==> config.mk <==
export PLATFORM = sky130hd
export DESIGN_NAME = fcvt_wb_stage
export DESIGN_NICKNAME = d
export VERILOG_FILES = /design/src/rtl/fpu_pkg.sv /design/src/rtl/fcvt_flag_gen.sv /design/src/rtl/fcvt_wb_stage.sv
export SDC_FILE = /design/constraint.sdc
export NUM_CORES = 1
export LEC_CHECK = 0
export ABC_AREA = 1
export BUFFER_PORTS_ARGS = -buffer_cell sky130_fd_sc_hd__buf_2
export CORE_MARGIN = 2
export CORE_UTILIZATION = 48
export CTS_CLUSTER_DIAMETER = 150
export DETAILED_ROUTE_END_ITERATION = 10
export GPL_TIMING_DRIVEN = 1
export PLACE_DENSITY = 0.81
export SYNTH_ARGS = -nofsm -noshare
export SYNTH_HDL_FRONTEND = slang
export SYNTH_HIERARCHICAL = 1
export SYNTH_SLANG_ARGS = --single-unit
==> constraint.sdc <==
create_clock -name clk -period 2.3 [get_ports clk]
set_input_delay 0.115 -clock clk [delete_from_list [all_inputs] [get_ports clk]]
set_output_delay 0.115 -clock clk [all_outputs]
set_load 0.01 [all_outputs]
==> src/rtl/fpu_pkg.sv <==
// Shared FPU definitions: rounding modes, fflags bit positions and exponent landmarks.
package fpu_pkg;

  typedef enum logic [2:0] {
    RmRne = 3'b000,
    RmRtz = 3'b001,
    RmRdn = 3'b010,
    RmRup = 3'b011,
    RmRmm = 3'b100
  } rm_e;

  localparam int unsigned FFLAG_NV = 4;
  localparam int unsigned FFLAG_NX = 0;

  localparam logic [7:0] EXP_BIAS     = 8'd127;
  localparam logic [7:0] EXP_U32_OVF  = 8'd159;
  // At or above this exponent every mantissa bit is an integer bit.
  localparam logic [7:0] EXP_INT_EXACT = 8'd150;
  localparam logic [7:0] EXP_MAX      = 8'd255;

endpackage

==> src/rtl/fcvt_flag_gen.sv <==
// Combinational NV/NX flag generation for float -> unsigned 32-bit conversion.
module fcvt_flag_gen
  import fpu_pkg::*;
(
  input  logic [31:0] in_float,
  input  logic [2:0]  in_rm,
  output logic [4:0]  fflags
);

  logic        sign;
  logic [7:0]  exp;
  logic [22:0] man;
  logic        nv;
  logic        nx;

  assign sign = in_float[31];
  assign exp  = in_float[30:23];
  assign man  = in_float[22:0];

  always_comb begin
    nv = 1'b0;
    nx = 1'b0;
    if (exp == EXP_MAX) begin
      nv = 1'b1;
    end else if (exp == 8'd0 && man == 23'd0) begin
      nv = 1'b0;
    end else if (exp < EXP_BIAS) begin
      // Nonzero |x| < 1: negatives are invalid only when they round away from zero.
      if (sign) begin
        case (in_rm)
          RmRdn:   nv = 1'b1;
          RmRne:   nv = (exp == EXP_BIAS - 8'd1) && (man != 23'd0);
          RmRmm:   nv = (exp == EXP_BIAS - 8'd1);
          default: nv = 1'b0;
        endcase
      end
      nx = !nv;
    end else if (sign) begin
      nv = 1'b1;
    end else if (exp >= EXP_U32_OVF) begin
      nv = 1'b1;
    end else if (exp < EXP_INT_EXACT) begin
      nx = (man & (23'h7fffff >> (exp - EXP_BIAS))) != 23'd0;
    end
  end

  always_comb begin
    fflags           = '0;
    fflags[FFLAG_NV] = nv;
    fflags[FFLAG_NX] = nx;
  end

endmodule

==> src/rtl/fcvt_wb_stage.sv <==
// FCVT.WU.S writeback register stage with valid/ready handshake.
// Define FCVT_WB_SKID_EN for a 2-entry skid buffer with registered in_ready.
module fcvt_wb_stage
  import fpu_pkg::*;
#(
  parameter int unsigned TAG_W = 5
) (
  input  logic             clk,
  input  logic             reset,
  input  logic             flush,
  input  logic             in_valid,
  output logic             in_ready,
  input  logic [31:0]      in_float,
  input  logic [2:0]       in_rm,
  input  logic [31:0]      in_int,
  input  logic [TAG_W-1:0] in_tag,
  output logic             out_valid,
  input  logic             out_ready,
  output logic [31:0]      out_result,
  output logic [TAG_W-1:0] out_tag,
  output logic [4:0]       out_fflags
);

  logic [4:0] in_fflags;
  logic       push;

  fcvt_flag_gen u_flag_gen (
    .in_float (in_float),
    .in_rm    (in_rm),
    .fflags   (in_fflags)
  );

  assign push = in_valid && in_ready;

`ifdef FCVT_WB_SKID_EN

  logic             ready_q;
  logic             skid_valid;
  logic [31:0]      skid_result;
  logic [TAG_W-1:0] skid_tag;
  logic [4:0]       skid_fflags;
  logic             pop;

  assign in_ready = ready_q;
  assign pop      = out_valid && out_ready;

  // The output registers are the FIFO head; the skid register is the second slot.
  always_ff @(posedge clk) begin
    if (reset) begin
      ready_q     <= 1'b1;
      out_valid   <= 1'b0;
      out_result  <= '0;
      out_tag     <= '0;
      out_fflags  <= '0;
      skid_valid  <= 1'b0;
      skid_result <= '0;
      skid_tag    <= '0;
      skid_fflags <= '0;
    end else if (flush) begin
      ready_q    <= 1'b1;
      out_valid  <= 1'b0;
      skid_valid <= 1'b0;
    end else if (!out_valid || pop) begin
      if (skid_valid) begin
        out_valid  <= 1'b1;
        out_result <= skid_result;
        out_tag    <= skid_tag;
        out_fflags <= skid_fflags;
        skid_valid <= push;
        ready_q    <= !push;
        if (push) begin
          skid_result <= in_int;
          skid_tag    <= in_tag;
          skid_fflags <= in_fflags;
        end
      end else begin
        out_valid <= push;
        ready_q   <= 1'b1;
        if (push) begin
          out_result <= in_int;
          out_tag    <= in_tag;
          out_fflags <= in_fflags;
        end
      end
    end else begin
      ready_q <= !(skid_valid || push);
      if (push) begin
        skid_valid  <= 1'b1;
        skid_result <= in_int;
        skid_tag    <= in_tag;
        skid_fflags <= in_fflags;
      end
    end
  end

`else

  assign in_ready = !out_valid || out_ready;

  always_ff @(posedge clk) begin
    if (reset) begin
      out_valid  <= 1'b0;
      out_result <= '0;
      out_tag    <= '0;
      out_fflags <= '0;
    end else if (flush) begin
      out_valid <= 1'b0;
    end else if (in_ready) begin
      out_valid <= in_valid;
      if (push) begin
        out_result <= in_int;
        out_tag    <= in_tag;
        out_fflags <= in_fflags;
      end
    end
  end

`endif

endmodule

==> qor.yml, run 1 <==
clock_network:
  path_clk_slew_ns: 0.08
  cts_made_buffers: 5
  clkLatencyLatePin_ns: 0.29
  clockBufferDepth: 2
  cts_tree: "yes"
  h-tree-depth: 2
  cts_root_buffer: "clkbuf_8"
  clock-sinks: 43
placed_design:
  port_buffers: 120
  pre_cts_slack_ns: 0.163
  place.gp.congestion: 0.902
  hpwl_um: 5080
routing:
  routed_via_density: 4.85
  wl_per_cell_um: 11.2
  drtPass1Iterations: 4
  drc: 0
  drt_iter0_drc: 125
  antenna_left: 0
  dr_total_vias: 2992
  wirelength_um: 6940
run_status:
  outcome: "completed"
logic_synthesis:
  ys.flop_type: "dfxtp_1"
  syn-cell-area_um2: 2810
  synth_edf_count: 0
  syn_inst: 439
  synth_cell_types: 35
  synth-seq-cells: 43
  synth.avg_cell_area_um2: 6.40
  synth-warning-count: 6
  synth.yosys.seq_area_share_pct: 30.6
  async_flop_share_pct: 0
pwr:
  comb_power_share_pct: 25.9
  p_total_mw: 1.73
  p_leak_nw: 1.91
  clock_power_share_pct: 26.7
  p_int_mw: 1.19
  peakVddDrop_mv: 0.385
  power_density_nw_per_um2: 501
  switching_power_mw: 0.537
  swShare_pct: 31.0
  power_frac_seq_pct: 47.3
sta:
  rsz0062_at_grt: "false"
  fin_ws_ns: 0.427
  slew_headroom_pct: 52.6
  period_share_pct: 81.4
  hold_viol: 0
  fin_crit_ns: 1.87
  clock.fmax_mhz: 534
  worstMarginPinSlew_ns: 0.709
  drv_slew: 0
  finClkSkew_ns: 0.00392
  holdWs_ns: 0.0315
  setup_viol: 0
  fin_tns_setup_ns: 0
setup_path:
  worstPathRequired_ns: 2.49
  end_kind: "flop"
  cp_max_fo: 6
  cpMostUsedCell: "nand2_1"
  critPathMaxStageDelay_ns: 0.25
  worst_ep_arrival_time_ns: 2.06
  worstSetupPathType: "primary input to flop"
  rr_startpoint: "out_valid"
  cp_slowest_cell: "ha_1"
  r2r-end: "out_result[22]"
  r2r_cells: 5
  rrSetupSlack_ns: 0.78
  start_kind: "primary input"
  worstPathCellList: "buf_2 > ha_1 > nand3_4 > o21bai_1 > nand2_4 > nand2_2 > inv_2 > nor2_1 > nor2_1 > nand2_1 > nand2_1 > nor2_1 > nand2_1 > nand2_1 > nand3_1 > nand2_1 > a21oi_2 > inv_1 > nand3_1 > nand2_1 > nor2_1"
floorplan:
  start_util_pct: 50.4
  io_pins: 121
  core_area_um2: 5570
  die_area_um2: 6490
  die_width_um: 80.5
  chipHeight_um: 80.5
  rows: 27
global_routing:
  grtUsageMet3_pct: 7.19
  grt_pass1_vias: 2643
  gr-usage-met2_pct: 34.8
  grt_start_max_net_pins: 48
  use_met1_pct: 27.2
  grt_pass1_wl_um: 11300
  antenna_found_initial: 0
  globalRouteOverflowTotal: 0
  busiest_layer: "met2"
  track_usage_pct: 21.8
cells_and_area:
  fillers: 533
  diodes: 0
  final_nets: 624
  area_growth_pct: 22.8
  drive_gt1_share_pct: 28.8
worst_hold_path:
  whs_path_depth: 2
  hold_path_class: "primary input to flop"
  worstHoldEndpoint: "out_valid"
  hold_start: "flush"
run:
  max_cap_violations: 0
state kept, by name (all words and copies together), names as in the netlist:
| register | cells |
|---|---|
| out_fflags | 5 |
| out_result | 32 |
| out_tag | 5 |
| out_valid | 1 |
how the worst max path moves through the flow:
stage | depth (start not counted) | slack (ns) | end | startpoint
6_report | 21 | 0.43 | out_fflags[0] | in_float[23]
5_1_grt | 18 | 0.22 | out_fflags[0] | in_float[23]
4_1_cts | 21 | 0.47 | out_fflags[0] | in_float[23]
3_5_place_dp | 21 | 0.16 | out_fflags[0] | in_float[23]
3_3_place_gp | 21 | 0.24 | out_fflags[0] | in_float[23]
2_1_floorplan | 21 | 0.45 | out_fflags[0] | in_float[23]
cell usage after synthesis (2+ instances only):
cell,count,area [um^2]
nand2_1,79,297
inv_1,62,233
nor2_1,62,233
nand3_1,59,295
a21oi_1,47,235
dfxtp_1,43,861
buf_4,15,113
nand4_1,6,37.5
o21ai_0,6,30.0
clkbuf_1,5,18.8
or2_2,5,31.3
buf_2,4,20.0
buf_6,4,45.0
nor2_4,4,45.0
nor3_1,4,20.0
nor4_1,4,25.0
ha_1,3,37.5
inv_2,3,11.3
nand2_2,3,18.8
nand2_4,3,33.8
nand3_2,2,20.0
nand3_4,2,35.0
xor2_1,2,17.5
area by class of cell:
class	instances	area (um^2)	area share [%]
clock buffer	6	72.6	2.10
inverter	66	248	7.18
tap	72	90.1	2.61
clock inverter	2	12.5	0.362
sequential	43	861	24.9
timing repair buffer	125	666	19.3
multi-input combinational	303	1500	43.5
repair_timing:
action	4_1_cts	5_1_grt
hold buffers	1	0
endpoints found under the hold margin	1	0
resized for setup	0	0
setup buffers	0	0
worst max-delay path: cells and delay by family:
kind / cells / cell delay [ns]
fa+ha+maj: 1 / 0.25
buf+inv: 3 / 0.25
compound gates: 2 / 0.28
simple gates: 15 / 1.15
per-layer routing:
metal / wire length, um / vias to the layer above
met5: 0 / -
met4: 133 / 0
met3: 566 / 12
met2: 3140 / 102
met1: 3100 / 1284
li1: - / 1594
layout by cell type (no fill, tap or decap), drive strengths merged:
cell type | netlist | routed
buf | 23 | 124
nand2 | 85 | 85
nor2 | 67 | 67
inv | 65 | 65
nand3 | 63 | 63
a21oi | 48 | 48
dfxtp | 43 | 43
nand4 | 6 | 6
o21ai | 6 | 6
clkbuf | 6 | 6
or2 | 5 | 5
nor3 | 4 | 4
nor4 | 4 | 4
ha | 3 | 3
conb | 1 | 3
xor2 | 3 | 3
clkinv | 1 | 2
clkinvlp | 0 | 1
dlygate4sd3 | 0 | 1
a2111oi | 1 | 1
o221ai | 1 | 1
o21bai | 1 | 1
o22ai | 1 | 1
a211oi | 1 | 1
nand3b | 1 | 1
power by group through the flow:
| stage | clock network, mW | logic (mW) | registers, mW |
|---|---|---|---|
| floorplan | 0 | 0.267 | 0.861 |
| global placement | 0 | 0.438 | 0.834 |
| detailed placement | 0 | 0.445 | 0.836 |
| CTS | 0.476 | 0.448 | 0.819 |
| global route | 0.514 | 0.507 | 0.825 |
| finish | 0.463 | 0.448 | 0.819 |
through the flow:
step                      cells  instance area, um^2  utilization [%]
final                       617                 3450             61.9
after CTS                   617                 3450             61.9
after detailed placement    608                 3360             60.2
after floorplan             441                 2820                -
after global routing        617                 3450             61.9
after global placement      608                 3360             60.2
logic make-up (layout without fill, tap and decap cells):
family	Yosys count	in the layout	synth area share, %
AOI/OAI and AO/OA	59	59	11.1
xor gates and xnor gates	3	3	1.20
adders and majority gates	3	3	1.34
buffers and inverters	95	199	16.3
DFF	43	43	30.6
other	1	3	0.133
and+or+nand+nor	235	235	39.3
No activity file was read; power rests on OpenSTA's default activity.
==> inputs of run 2 (changes only) <==
--- a/config.mk
+++ b/config.mk
@@ -5,14 +5,14 @@
 export SDC_FILE = /design/constraint.sdc
 export NUM_CORES = 1
 export LEC_CHECK = 0
-export ABC_AREA = 1
+export ABC_AREA = 0
 export BUFFER_PORTS_ARGS = -buffer_cell sky130_fd_sc_hd__buf_2
 export CORE_MARGIN = 2
-export CORE_UTILIZATION = 48
+export CORE_UTILIZATION = 43
 export CTS_CLUSTER_DIAMETER = 150
 export DETAILED_ROUTE_END_ITERATION = 10
 export GPL_TIMING_DRIVEN = 1
-export PLACE_DENSITY = 0.81
+export PLACE_DENSITY = 0.77
 export SYNTH_ARGS = -nofsm -noshare
 export SYNTH_HDL_FRONTEND = slang
 export SYNTH_HIERARCHICAL = 1
==> constraint.sdc (replaced) <==
create_clock -name clk -period 1.7 [get_ports clk]
set_input_delay 0.085 -clock clk [delete_from_list [all_inputs] [get_ports clk]]
set_output_delay 0.085 -clock clk [all_outputs]
set_load 0.01 [all_outputs]
==> run 2 against run 1 <==
  * Sequential share of layout area shrank 1.2 points
  * Clock skew grew 0.0041 ns
  * Critical path depth shrank 12
  * Core utilization shrank 3.8 points
  * Count of clock-buffer cells in the layout is the same
  * Synthesized area shrank 2.8%
  * Wire length shrank 5.2%
  * Worst hold slack gained 0.012 ns
  * Global-route usage shrank 3.1 points
  * Clock power grew 37%
  * Register-to-register slack lost 0.37 ns
  * Die area grew 8.1%
  * Critical endpoint unchanged
  * Largest power group unchanged
==> qor.yml, run 2 <==
run_status:
  outcome: "completed"
placed_design:
  hpwl_um: 5000  # -1.6%
  place.gp.congestion: 0.926  # +2.7%
  port_buffers: 120  # unchanged
  placed_cell_area_um2: 3520  # +4.9%
  pre_cts_slack_ns: -0.186  # -0.349 ns
logic_synthesis:
  yosysMostFrequentCell: "nand2b_1"
  ys_top_cells_by_area: "dfxtp_1, nand2b_1, mux2i_1"
  ys.flop_type: "dfxtp_1"
  synth_edf_count: 0  # unchanged
  synth_top_area_share_pct: 31.5  # +0.88 points
  synth-seq-cells: 43  # unchanged
  synth.avg_cell_area_um2: 8.93  # +39%
  synth_top_area_cell: "dfxtp_1"
  synth.yosys.seq_area_share_pct: 31.5  # +0.88 points
  netlist_top_cells_count: "nand2b_1, dfxtp_1, mux2i_1"
  synth_cell_types: 50  # +43%
  synth-warning-count: 6  # unchanged
  async_flop_share_pct: 0  # unchanged
  syn_inst: 306  # -30%
  syn-cell-area_um2: 2730  # -2.8%
routing:
  drt_iter0_drc: 68  # -46%
  wirelength_um: 6570  # -5.2%
  wl_per_cell_um: 12.8  # +14%
  drc: 0  # unchanged
  routed_via_density: 5.09  # +4.9%
  dr_total_vias: 2619  # -12%
  drtPass1Iterations: 4  # unchanged
  antenna_left: 0  # unchanged
sta:
  finClkSkew_ns: 0.00802  # +0.00410 ns
  fin_ws_ns: 0.114  # -0.313 ns
  fin_crit_ns: 1.59
  rsz0062_at_grt: "true"
  hold_viol: 0  # unchanged
  period_share_pct: 93.3
  drv_slew: 0  # unchanged
  setup_viol: 0  # unchanged
  clock.fmax_mhz: 631
pwr:
  peakVddDrop_mv: 0.356  # -7.4%
  p_int_mw: 1.65  # +39%
  clock_power_share_pct: 27.4  # +0.7 points
  power_density_nw_per_um2: 637  # +27%
  power_frac_seq_pct: 46.9  # -0.4 points
  switching_power_mw: 0.656  # +22%
  p_total_mw: 2.31  # +34%
  comb_power_share_pct: 25.7  # -0.2 points
  p_leak_nw: 1.62  # -15%
  swShare_pct: 28.4  # -2.6 points
global_routing:
  antenna_found_initial: 0  # unchanged
  globalRouteOverflowTotal: 0  # unchanged
  busiest_layer: "met2"
  use_met1_pct: 21.2  # -6.0 points
  grt_start_max_net_pins: 86  # +79%
  grt_pass1_wl_um: 11000  # -2.1%
  grt_pass1_vias: 2571  # -2.7%
  gr-usage-met2_pct: 34.8  # +0.086 points
  track_usage_pct: 18.7  # -3.1 points
  grtUsageMet3_pct: 4.35  # -2.8 points
setup_path:
  worstSetupPathType: "primary input to flop"
  worstPathRequired_ns: 1.92  # -0.57 ns
  cp_max_fo: 2  # -4
  crit_start: "in_float[9]"
  start_kind: "primary input"
  end_kind: "flop"
  worst_ep_arrival_time_ns: 1.81  # -0.25 ns
  rr_startpoint: "out_valid"
floorplan:
  rows: 29  # +7.4%
  start_util_pct: 43.8  # -6.7 points
  die_width_um: 83.7  # +4.0%
  io_pins: 121  # unchanged
  chipHeight_um: 83.7  # +4.0%
  die_area_um2: 7010  # +8.1%
  core_area_um2: 6240  # +12%
clock_network:
  h-tree-depth: 2  # unchanged
  cts_root_buffer: "clkbuf_8"
  clkLatencyLatePin_ns: 0.29  # about the same
  cts_tree: "yes"
  clock-sinks: 43  # unchanged
  postCtsSetupRepairBufs: 0  # unchanged
  path_clk_slew_ns: 0.08  # about the same
  cts_made_buffers: 5  # unchanged
  clockBufferDepth: 2  # unchanged
cells_and_area:
  fillers: 584  # +9.6%
  final_cell_area_um2: 3630  # +5.0%
  area_growth_pct: 32.7
  final_cell_mix: "buf_2, nand2b_1, dfxtp_1"
  regMostFlops: "out_result"
  final_nets: 517  # -17%
  final_common_cell: "buf_2"
  reg_top3: "out_result (32), out_fflags (5), out_tag (5)"
  drive_gt1_share_pct: 39.3  # +10 points
  largest_reg_flops: 32  # unchanged
  diodes: 0  # unchanged
worst_hold_path:
  hold_path_class: "primary input to flop"
  hold_start: "in_int[12]"
run:
  max_cap_violations: 0  # unchanged
[run 2: cell types whose count changed after synthesis, moves of 42 or more]
cell	change
inv_1	-53
nand2_1	-76
nand2b_1	+86
mux2i_1	+42
nand3_1	-54
nor2_1	-52
[run 2: routing by layer]
layer | vias to the layer above | part of all wire (%)
met5 | - | 0
met4 | 0 | 0.64
met3 | 4 | 6.3
met2 | 91 | 52
met1 | 1214 | 41
li1 | 1310 | -
[run 2: cells by family (layout without fill, tap and decap cells)]
family | count (synthesis) | after routing | share of synthesized area [%]
AND/OR/NAND/NOR | 137 | 137 | 31.4
XOR/XNOR | 4 | 4 | 1.56
AO/OA/AOI/OAI | 42 | 42 | 10.2
other | 1 | 3 | 0.137
flip-flops | 43 | 43 | 31.5
multiplexers | 42 | 42 | 15.4
buffers and inverters | 34 | 164 | 8.52
adder cells (fa/ha/maj) | 3 | 3 | 1.37
[run 2: area by class of cell]
| type | instances | area, um^2 | share of cell area [%] |
|---|---|---|---|
| clock buffer | 6 | 72.6 | 2.00 |
| clock inverter | 2 | 12.5 | 0.345 |
| inverter | 9 | 33.8 | 0.932 |
| multi-input combinational | 231 | 1710 | 47.1 |
| sequential | 43 | 861 | 23.7 |
| tap | 77 | 96.3 | 2.66 |
| timing repair buffer | 147 | 843 | 23.3 |
[run 2: final timing paths]
check	slack (ns)	cells past startpoint	end
worst min-delay path	0.04	3	out_result[12]
worst max register to register	0.41	4	out_result[31]
worst min register to register	0.47	2	out_fflags[0]
worst max-delay path	0.11	9	out_fflags[0]
[run 2: power groups by stage]
stage	logic (mW)	clock network, mW	registers, mW
2_1_floorplan	0.329	0	1.13
3_3_place_gp	0.579	0	1.10
3_5_place_dp	0.590	0	1.11
4_1_cts	0.594	0.661	1.08
5_1_grt	0.649	0.703	1.09
6_report	0.594	0.632	1.08
[run 2: critical path: stages]
cell and delay (ns):
buf_2 0.12, nor4_4 0.28, nand3_1 0.16, o31ai_2 0.30
a2111oi_2 0.12, or4_1 0.42, a31oi_1 0.15, nand2b_1 0.07
mux2i_1 0.11
[run 2: repair_timing]
item                       in CTS  in global routing
hold buffers                    1                  0
hold endpoints to repair        1                  0
gates resized for setup         0                  2
setup endpoints to repair       0                  2
[run 2: stage by stage]
step	cells	util (%)	TNS (ns)	hold WS [ns]
after floorplan	308	-	0	0.164
after global placement	506	56.4	-0.185	0.305
after detailed placement	506	56.4	-0.303	0.310
after CTS	515	57.9	0	0.0361
after global routing	515	58.1	-0.0131	0.0413
final	515	58.1	0	0.0436
